--- config.mk ---
export PLATFORM = sky130hd
export DESIGN_NAME = smachine_sequencer_flat
export DESIGN_NICKNAME = d
export VERILOG_FILES = /design/src/rtl/smachine_pkg.sv /design/src/rtl/smachine_sequencer_if.sv /design/src/rtl/smachine_dmem_arb.sv /design/src/rtl/smachine_sequencer.sv /design/src/flat_wrapper.sv
export SDC_FILE = /design/constraint.sdc
export NUM_CORES = 1
export LEC_CHECK = 0
export CAP_MARGIN = 10
export CELL_PAD_IN_SITES_DETAIL_PLACEMENT = 0
export CELL_PAD_IN_SITES_GLOBAL_PLACEMENT = 1
export CORE_UTILIZATION = 30
export DETAILED_ROUTE_END_ITERATION = 8
export PLACE_DENSITY = 0.81
export SLEW_MARGIN = 20
export SYNTH_ARGS = -nofsm -noshare
export SYNTH_HDL_FRONTEND = slang
export SYNTH_HIERARCHICAL = 1
export SYNTH_SLANG_ARGS = --single-unit
--- constraint.sdc ---
create_clock -name clk -period 2.8 [get_ports clk]
set_input_delay 0.84 -clock clk [delete_from_list [all_inputs] [get_ports clk]]
set_output_delay 0.84 -clock clk [all_outputs]
set_load 0.005 [all_outputs]
--- src/rtl/smachine_pkg.sv ---
// Shared types and constants for the S-Machine sequencer.
// Opcode fields, FSM state encoding and data-memory mux select.
package smachine_pkg;

    localparam logic [3:0] OP_LD    = 4'b0000;
    localparam logic [3:0] OP_ST    = 4'b0001;
    localparam logic [3:0] OP_BR    = 4'b0011;
    localparam logic       RW_WRITE = 1'b1;

    typedef enum logic [2:0] {
        IDLE,
        FETCH,
        EXEC,
        MWAIT,
        BOUND,
        HOST
    } state_e;

    typedef enum logic [1:0] {
        SEL_NONE,
        SEL_CPU,
        SEL_HOST
    } mem_sel_e;

    // LD with inst[10]=1 is an immediate load and never touches data memory.
    function automatic logic is_mem_op(input logic [15:0] i);
        return ((i[15:12] == OP_LD) && !i[10]) || (i[15:12] == OP_ST);
    endfunction

    function automatic logic is_halt(input logic [15:0] i, input logic [7:0] pc);
        return (i[15:12] == OP_BR) && ((i[11:8] == 4'h0) || (i[11:8] == 4'hF)) &&
               (i[7:0] == pc);
    endfunction

endpackage

--- src/rtl/smachine_sequencer_if.sv ---
// Host (loader/debug) access port into the sequencer's data-memory arbiter.
// Host holds req until done; done is a single-cycle completion pulse.
interface smachine_sequencer_if;
    logic        host_req;
    logic        host_rw;
    logic [8:0]  host_addr;
    logic [15:0] host_wdata;
    logic        host_gnt;
    logic        host_done;
    logic [15:0] host_rdata;

    modport master (
        output host_req, host_rw, host_addr, host_wdata,
        input  host_gnt, host_done, host_rdata
    );

    modport slave (
        input  host_req, host_rw, host_addr, host_wdata,
        output host_gnt, host_done, host_rdata
    );
endinterface

--- src/rtl/smachine_dmem_arb.sv ---
// CPU/host data-memory mux with held address/data and host read-data capture.
// Mux is combinational; host_rdata updates one cycle after a capture cycle.
module smachine_dmem_arb
    import smachine_pkg::*;
(
    input  logic        clk,
    input  logic        reset,
    input  mem_sel_e    sel,
    input  logic        capture,
    input  logic        cpu_rw,
    input  logic [8:0]  cpu_addr,
    input  logic [15:0] cpu_wdata,
    input  logic        host_rw,
    input  logic [8:0]  host_addr,
    input  logic [15:0] host_wdata,
    input  logic [15:0] mem_rdata,
    output logic        mem_rw,
    output logic [8:0]  mem_addr,
    output logic [15:0] mem_wdata,
    output logic [15:0] host_rdata
);

    logic [8:0]  addr_q, addr_d;
    logic [15:0] wdata_q, wdata_d;
    logic [15:0] host_rdata_q, host_rdata_d;

    // With no owner the bus is forced to read and parks on its last address.
    always_comb begin
        mem_rw    = ~RW_WRITE;
        mem_addr  = addr_q;
        mem_wdata = wdata_q;
        unique case (sel)
            SEL_CPU: begin
                mem_rw    = cpu_rw;
                mem_addr  = cpu_addr;
                mem_wdata = cpu_wdata;
            end
            SEL_HOST: begin
                mem_rw    = host_rw;
                mem_addr  = host_addr;
                mem_wdata = host_wdata;
            end
            default: ;
        endcase
        addr_d       = mem_addr;
        wdata_d      = mem_wdata;
        host_rdata_d = capture ? mem_rdata : host_rdata_q;
    end

    always_ff @(posedge clk) begin
        if (reset) begin
            addr_q       <= '0;
            wdata_q      <= '0;
            host_rdata_q <= '0;
        end else begin
            addr_q       <= addr_d;
            wdata_q      <= wdata_d;
            host_rdata_q <= host_rdata_d;
        end
    end

    assign host_rdata = host_rdata_q;

endmodule

--- src/rtl/smachine_sequencer.sv ---
// Fetch/execute controller: ROM fetch, one-cycle CPU enable, LD/ST wait states, host arbitration.
// Instruction period is IMEM_LAT+3 cycles (+MEM_WAIT for LD/ST); host waits for an instruction boundary.
module smachine_sequencer
    import smachine_pkg::*;
#(
    parameter int IMEM_LAT  = 1,
    parameter int MEM_WAIT  = 1,
    parameter bit HOST_FAIR = 1'b1
) (
    input  logic                       clk,
    input  logic                       reset,
    input  logic                       run,
    input  logic                       step,
    input  logic [7:0]                 pc,
    output logic [7:0]                 imem_addr,
    input  logic [15:0]                imem_data,
    output logic [15:0]                inst,
    output logic                       cpu_enable,
    input  logic                       cpu_rw,
    input  logic [8:0]                 cpu_addr,
    input  logic [15:0]                cpu_wdata,
    smachine_sequencer_if.slave        hbus,
    output logic                       mem_rw,
    output logic [8:0]                 mem_addr,
    output logic [15:0]                mem_wdata,
    input  logic [15:0]                mem_rdata,
    output logic                       halted
);

    localparam int              CNT_W      = 8;
    localparam logic [CNT_W-1:0] FETCH_LAST = CNT_W'(IMEM_LAT);
    localparam logic [CNT_W-1:0] WAIT_LAST  = CNT_W'(MEM_WAIT);

    state_e           state_q, state_d;
    logic [CNT_W-1:0] cnt_q, cnt_d;
    logic [15:0]      inst_q, inst_d;
    logic             halted_q, halted_d;
    logic             last_host_q, last_host_d;
    logic             host_done_q, host_done_d;
    mem_sel_e         sel;
    logic             host_gnt;
    logic             host_req_ok;

    // The host still holds req in the cycle it sees done; that cycle must not re-grant.
    assign host_req_ok = hbus.host_req & ~host_done_q;

    always_comb begin
        state_d     = state_q;
        cnt_d       = cnt_q;
        inst_d      = inst_q;
        halted_d    = halted_q;
        last_host_d = last_host_q;
        host_done_d = 1'b0;
        sel         = SEL_NONE;
        cpu_enable  = 1'b0;
        host_gnt    = 1'b0;
        unique case (state_q)
            IDLE: begin
                if (host_req_ok) begin
                    state_d = HOST;
                end else if ((run && !halted_q) || step) begin
                    state_d  = FETCH;
                    cnt_d    = '0;
                    halted_d = halted_q & ~step;
                end
            end
            FETCH: begin
                // One address cycle plus IMEM_LAT cycles for a registered ROM.
                if (cnt_q == FETCH_LAST) begin
                    inst_d  = imem_data;
                    state_d = EXEC;
                end else begin
                    cnt_d = cnt_q + 1'b1;
                end
            end
            EXEC: begin
                cpu_enable  = 1'b1;
                sel         = SEL_CPU;
                last_host_d = 1'b0;
                if (is_halt(inst_q, pc)) begin
                    halted_d = 1'b1;
                end
                if (is_mem_op(inst_q)) begin
                    state_d = MWAIT;
                    cnt_d   = CNT_W'(1);
                end else begin
                    state_d = BOUND;
                end
            end
            MWAIT: begin
                sel = SEL_CPU;
                if (cnt_q >= WAIT_LAST) begin
                    state_d = BOUND;
                end else begin
                    cnt_d = cnt_q + 1'b1;
                end
            end
            BOUND: begin
                if (host_req_ok && !(HOST_FAIR && last_host_q && run)) begin
                    state_d = HOST;
                end else if (run && !halted_q) begin
                    state_d = FETCH;
                    cnt_d   = '0;
                end else begin
                    state_d = IDLE;
                end
            end
            HOST: begin
                host_gnt    = 1'b1;
                sel         = SEL_HOST;
                host_done_d = 1'b1;
                last_host_d = 1'b1;
                state_d     = BOUND;
            end
            default: state_d = IDLE;
        endcase
    end

    always_ff @(posedge clk) begin
        if (reset) begin
            state_q     <= IDLE;
            cnt_q       <= '0;
            inst_q      <= '0;
            halted_q    <= 1'b0;
            last_host_q <= 1'b0;
            host_done_q <= 1'b0;
        end else begin
            state_q     <= state_d;
            cnt_q       <= cnt_d;
            inst_q      <= inst_d;
            halted_q    <= halted_d;
            last_host_q <= last_host_d;
            host_done_q <= host_done_d;
        end
    end

    smachine_dmem_arb u_arb (
        .clk        (clk),
        .reset      (reset),
        .sel        (sel),
        .capture    (host_gnt),
        .cpu_rw     (cpu_rw),
        .cpu_addr   (cpu_addr),
        .cpu_wdata  (cpu_wdata),
        .host_rw    (hbus.host_rw),
        .host_addr  (hbus.host_addr),
        .host_wdata (hbus.host_wdata),
        .mem_rdata  (mem_rdata),
        .mem_rw     (mem_rw),
        .mem_addr   (mem_addr),
        .mem_wdata  (mem_wdata),
        .host_rdata (hbus.host_rdata)
    );

    assign imem_addr      = pc;
    assign inst           = inst_q;
    assign halted         = halted_q;
    assign hbus.host_gnt  = host_gnt;
    assign hbus.host_done = host_done_q;

endmodule
--- src/flat_wrapper.sv ---
// flat-port wrapper written by rule: the top's interface ports become plain ports
module smachine_sequencer_flat import smachine_pkg::*;
#(
    parameter int IMEM_LAT  = 1,
    parameter int MEM_WAIT  = 1,
    parameter bit HOST_FAIR = 1'b1
)
  (clk, reset, run, step, pc, imem_addr, imem_data, inst, cpu_enable, cpu_rw, cpu_addr, cpu_wdata, mem_rw, mem_addr, mem_wdata, mem_rdata, halted, hbus_host_req, hbus_host_rw, hbus_host_addr, hbus_host_wdata, hbus_host_gnt, hbus_host_done, hbus_host_rdata);
  smachine_sequencer_if hbus_i ();
  input  logic clk;
  input  logic reset;
  input  logic run;
  input  logic step;
  input  logic [7:0] pc;
  output logic [7:0] imem_addr;
  input  logic [15:0] imem_data;
  output logic [15:0] inst;
  output logic cpu_enable;
  input  logic cpu_rw;
  input  logic [8:0] cpu_addr;
  input  logic [15:0] cpu_wdata;
  output logic mem_rw;
  output logic [8:0] mem_addr;
  output logic [15:0] mem_wdata;
  input  logic [15:0] mem_rdata;
  output logic halted;
  input wire logic [$bits(hbus_i.host_req)-1:0] hbus_host_req;
  input wire logic [$bits(hbus_i.host_rw)-1:0] hbus_host_rw;
  input wire logic [$bits(hbus_i.host_addr)-1:0] hbus_host_addr;
  input wire logic [$bits(hbus_i.host_wdata)-1:0] hbus_host_wdata;
  output wire logic [$bits(hbus_i.host_gnt)-1:0] hbus_host_gnt;
  output wire logic [$bits(hbus_i.host_done)-1:0] hbus_host_done;
  output wire logic [$bits(hbus_i.host_rdata)-1:0] hbus_host_rdata;
  assign hbus_i.host_req = hbus_host_req;
  assign hbus_i.host_rw = hbus_host_rw;
  assign hbus_i.host_addr = hbus_host_addr;
  assign hbus_i.host_wdata = hbus_host_wdata;
  assign hbus_host_gnt = hbus_i.host_gnt;
  assign hbus_host_done = hbus_i.host_done;
  assign hbus_host_rdata = hbus_i.host_rdata;
  smachine_sequencer #(.IMEM_LAT(IMEM_LAT), .MEM_WAIT(MEM_WAIT), .HOST_FAIR(HOST_FAIR)) u_core (.clk(clk), .reset(reset), .run(run), .step(step), .pc(pc), .imem_addr(imem_addr), .imem_data(imem_data), .inst(inst), .cpu_enable(cpu_enable), .cpu_rw(cpu_rw), .cpu_addr(cpu_addr), .cpu_wdata(cpu_wdata), .hbus(hbus_i), .mem_rw(mem_rw), .mem_addr(mem_addr), .mem_wdata(mem_wdata), .mem_rdata(mem_rdata), .halted(halted));
endmodule
Word-level counts from Yosys, hierarchy flattened
Cells that the tools add are included.
- bitwise operators: 4
- multiplexer cells: 27
- add/sub/neg operators: 1
- equal/unequal tests: 23
- reduce and logical (&&, ||, !) cells: 23
- $lt $le $gt $ge: 1
- operators by type and width (kind ; count):
    $mux W8 ; 7
    $pmux W8 S5 ; 1
    $pmux W16 S2 ; 1
    $mux W3 ; 6
    $pmux W3 S6 ; 1
    $pmux W9 S2 ; 1
    $ne A2 B1 Y1 const B ; 6
    $add A8 B1 Y8 const B ; 1
    $eq A8 B1 Y1 const B ; 1
    $eq A8 B8 Y1 ; 1
    $ge A8 B1 Y1 const B ; 1
    $logic_not A4 Y1 ; 2
    $ne A2 B2 Y1 const B ; 4
    $reduce_and A8 Y1 ; 1
    $eq A3 B2 Y1 const B ; 2
    $eq A3 B3 Y1 const B ; 2
    $logic_and A1 B1 Y1 ; 6
    $mux W1 ; 6
    $pmux W1 S2 ; 3
    $reduce_bool A5 Y1 ; 1
    $eq A4 B1 Y1 const B ; 1
    $eq A4 B2 Y1 const B ; 1
    $eq A4 B4 Y1 const B ; 1
    $pmux W2 S2 ; 1
    14 further kinds ; 21
- output and inout bits: 70
- input bits: 97
- word-level logic and storage cells: 88
- register bits after elaboration: 71

Depth between registers and ports, before layout
- depth in word-level cells: 6
- mapped depth: 9
- mapped depth without buffers: 6

Modules after synthesis
The synthesis kept the hierarchy.
- modules (own cells, without submodules) (module ; cells an instance ; area an instance (µm²) ; instances):
    smachine_dmem_arb ; 197 ; 1919.3 ; 1
    smachine_sequencer ; 192 ; 1614.0 ; 1

Least setup slack after synthesis
No wires, ideal clock.
- path kind: register to output
- start: register u_core.state_q[0]
- end: output mem_wdata[0]
- path buffers: 3
- cell stages (with the launch flop): 10
- data required time: 1.960 ns
- path slack: 0.179 ns
- arrival: 1.781 ns
- path through: dfxtp_1 buf_2 inv_1 nor3_1 inv_1 ha_1 buf_2 buf_6 a221oi_2 nor2_1
- cells in the longest elaborated chain, start to end: 5
- ends and longest elaborated chain (element ; RTL line ; source):
    start, declared ; smachine_sequencer.sv:34 ; state_e state_q, state_d;
    start signal, assigned ; smachine_sequencer.sv:128 ; state_q <= state_d;
    $eq A3 B2 Y1 ; smachine_sequencer.sv:57 ; unique case (state_q)
    $reduce_or A2 Y1 (no source line) ; - ;
    $pmux W2 S2 (*) ; smachine_sequencer.sv:57 ;
    $eq A2 B2 Y1 / $eq A2 B1 Y1 (equally long branches) ; smachine_dmem_arb.sv:32 ; unique case (sel)
    $pmux W16 S2 (*) ; smachine_dmem_arb.sv:32 ;
    end, declared ; flat_wrapper.sv:24 ; output logic [15:0] mem_wdata;
Every way passes the cells marked *; elsewhere a longest branch is shown, timed or not.

Worst setup path in the final report
- start: register u_core.state_q[2]
- end: output mem_addr[4]
- cells in the longest elaborated chain, start to end: 5
- ends and longest elaborated chain (element ; RTL line ; source):
    $eq A3 B2 Y1 ; smachine_sequencer.sv:57 ;
    $reduce_or A2 Y1 (no source line) ; - ;
    $pmux W2 S2 (*) ; smachine_sequencer.sv:57 ;
    net u_core.sel[0] ; smachine_sequencer.sv:40 ; mem_sel_e sel;
    $eq A2 B2 Y1 / $eq A2 B1 Y1 (equally long branches) ; smachine_dmem_arb.sv:32 ;
    $pmux W9 S2 (*) ; smachine_dmem_arb.sv:32 ;
    end, declared ; flat_wrapper.sv:23 ; output logic [8:0] mem_addr;
The timed path passes the listed nets; every way through them passes the cells marked *.

==> impl_metrics.ini <==
[outcome]
outcome = complete, but fails checks
violations = negative setup slack

[layout]
syn2layout_area_growth_pct = 88.1
layout.cells.non_filler = 768
diodes = 0
final_nets = 722
final_util_pct = 58.0
drive_gt1_share_pct = 30.1
fill_cells = 970

[floorplanning]
core-area_mm2 = 0.0115
start_util_pct = 30.8
die_x_um = 111
die-area_mm2 = 0.0122
io_pins = 167
fp.dieH_um = 111
row_count = 39

[grt]
grt_pass1_vias = 3874
grt-ovfl-total = 0
antenna_found_initial = 0
grt_max_degree = 26
grt_pass1_wl_um = 18800
grtUsageTotal_pct = 18.8

[worst_setup_path]
critical_path.most_common_cell = nor2_2
crit_path_start_kind = flip-flop
r2r_setup_slack_ns = 0.65
critPathKind = flip-flop to primary output
cp_max_fo = 13
crit_chain = buf_4, nor2_2, inv_1, ha_4, buf_12, buf_16, nor2b_2, nor2_2, buf_2
arrival_ns = 2.00
cp_slowest_cell = dfxtp_2
slowest_delay_ns = 0.33
r2r_start = u_core/cnt_q[5]
worstPathRequired_ns = 1.96
reg2reg_to = u_core/cnt_q[6]
critPathCaptureType = primary output
rr_worst_depth = 5

[drt]
postRouteAntennaNets = 0
vias = 3805
vias_per_cell = 4.95
post_drt_wl_per_cell_um = 15.0
drt_iter0_markers = 262
drc = 0
wl_met2_um = 5670
dr.max_layer_used = met4
wl_met1_um = 4900
drt_wl_total_um = 11500
firstDrtPassIters = 4
dr_wl_met3_um = 788

[logic_synthesis]
synth-edff-count = 0
synth_commonest_cells = dfxtp_1 (71), nor2_1 (67), mux2i_1 (33)
yosysSeqAreaShare_pct = 40.2
synth_largest_area_cell = dfxtp_1
synth_top_cell_area_share_pct = 40.2
yosysMostFrequentCell = dfxtp_1
yosys-top-cells-area = dfxtp_1 (40%), mux2i_1 (9.3%), a221oi_2 (8.1%)
synth_cell_type_count = 41
syn_inst = 389
synth-main-ff-cell = dfxtp_1
syn_avg_cell_area_um2 = 9.08
synthesis.nets = 491
async_flop_share_pct = 0
synthesis.area_mm2 = 0.00353
ys_ff_latch = 71
synth_warnings = 6

[min_path]
min_to = u_core/cnt_q[7]
worstHoldStart = u_core/cnt_q[7]
worstHoldPathType = flip-flop to flip-flop
holdPathStages = 2

[pwr]
p_leak_nw = 2.77
power_mw = 7.18
irDropWorstVdd_mv = 0.671
powerDensity_mw_per_mm2 = 1080

[sta]
hold_viol = 0
clock_skew_ns = 0.00514
timing.hold.ws_ns = 0.493
slew_violations = 0
worst_pin_slew_ns = 0.682
max_freq_mhz = 352
final-setup-viol-count = 4
fin_crit_ns = 2.84
tns_ns = -0.0462
slew_headroom_pct = 54.5
fin_crit_sh_pct = 101
rsz0062_at_grt = yes
setup_ws_ns = -0.0375

[place]
place_congestion = 0.785
dp_cells = 709
io_buffers = 166
place_hpwl_um = 7470

[clock_network]
cts-root-buf = clkbuf_16
insertion_delay_ns = 0.33
cts.path.max_buffers = 2
postCtsHoldBufs = 0
clock_sinks = 71
cts_tree = built
cts_buffers = 9
h-tree-depth = 3
clkTransAtPathRegs_ns = 0.06

[job]
cap_viol_max_count = 0
[metal layers]
| layer | track usage [%] | vias to the layer above |
|---|---|---|
| met1 | 22.1 | 1787 |
| met2 | 32.8 | 152 |
| met5 | 0 | - |
| met3 | 5.38 | 14 |
| met4 | 5.69 | 0 |
| li1 | - | 1852 |
[timing repair]
item	in CTS	in global routing
gates cloned	3	1
resized for setup	167	24
setup buffers	37	6
endpoints found under the setup margin	26	27
pin swaps	40	18
hold endpoints to repair	0	0
[through the flow]
step	worst slack [ns]	instance area, um^2
2_1_floorplan	0.179	3530
3_3_place_gp	-0.190	5510
3_5_place_dp	-0.221	5510
4_1_cts	-0.107	6620
5_1_grt	-0.141	6650
6_report	-0.0375	6650
[sequential cells by signal, indices dropped and copies added (netlist names)]
name	cells
u_core/state_q	3
u_core/inst	16
u_core/last_host_q	1
u_core/u_arb/host_rdata	16
u_core/u_arb/wdata_q	16
u_core/cnt_q	8
u_core/hbus.host_done	1
u_core/u_arb/addr_q	9
u_core/halted	1
[layout by cell type (no fill, tap or decap), types with 4 or more instances in the layout]
cell	n
clkdlybuf4s50_1	139
dfxtp_1	68
buf_4	67
nor2_1	64
mux2i_1	33
nor3_1	28
a221oi_4	25
buf_2	23
a21oi_1	13
nor2b_2	13
nor2b_1	12
clkbuf_16	10
o21ai_0	10
buf_12	8
buf_6	7
nand2_1	7
xor2_1	7
inv_1	5
nand4_1	5
nand3_1	5
buf_8	4
inv_2	4
nor4_1	4
and2_1	4
o31ai_1	4
or4_1	4
[how the worst max path moves through the flow]
stage,startpoint,slack [ns],depth (start not counted),end
floorplan,u_core/state_q[0],0.18,9,mem_wdata[0]
global placement,hbus_host_wdata[15],-0.19,4,mem_wdata[15]
detailed placement,hbus_host_addr[6],-0.22,4,mem_addr[6]
CTS,u_core/state_q[2],-0.11,9,mem_addr[0]
global route,u_core/state_q[0],-0.14,8,mem_addr[4]
finish,u_core/state_q[2],-0.04,9,mem_addr[4]
[cell families (layout without fill, tap and decap cells)]
group | count (synthesis) | after routing | synth area share [%]
compound gates | 65 | 65 | 16.4
xor+xnor | 8 | 8 | 1.98
mux | 33 | 33 | 9.35
buf+inv | 43 | 279 | 7.05
fa+ha+maj | 5 | 5 | 1.77
flops | 71 | 71 | 40.2
simple gates | 164 | 164 | 23.2
[cell type report]
cell class,count,area (um^2),area share [%]
clock inverters,7,120,1.81
well taps,143,179,2.69
clock buffers,9,225,3.39
inverters,9,33.8,0.508
flip-flops and latches,71,1430,21.4
multi-input cells,275,2280,34.3
repair buffers,254,2390,35.9
[worst max-delay path, delay by kind of cell (launching register included)]
kind,cells,cell delay (ns)
adders and majority gates,1,0.32
and+or+nand+nor,3,0.41
buffers and inverters,5,0.61
DFF,1,0.33
[power breakdown]
group	switching [mW]	total (mW)	internal (mW)
registers	0.133	1.41	1.28
clock network	0.468	1.34	0.874
logic	1.93	4.43	2.50
total	2.53	7.18	4.65
Note: power is estimated with default switching activity, not from simulation.
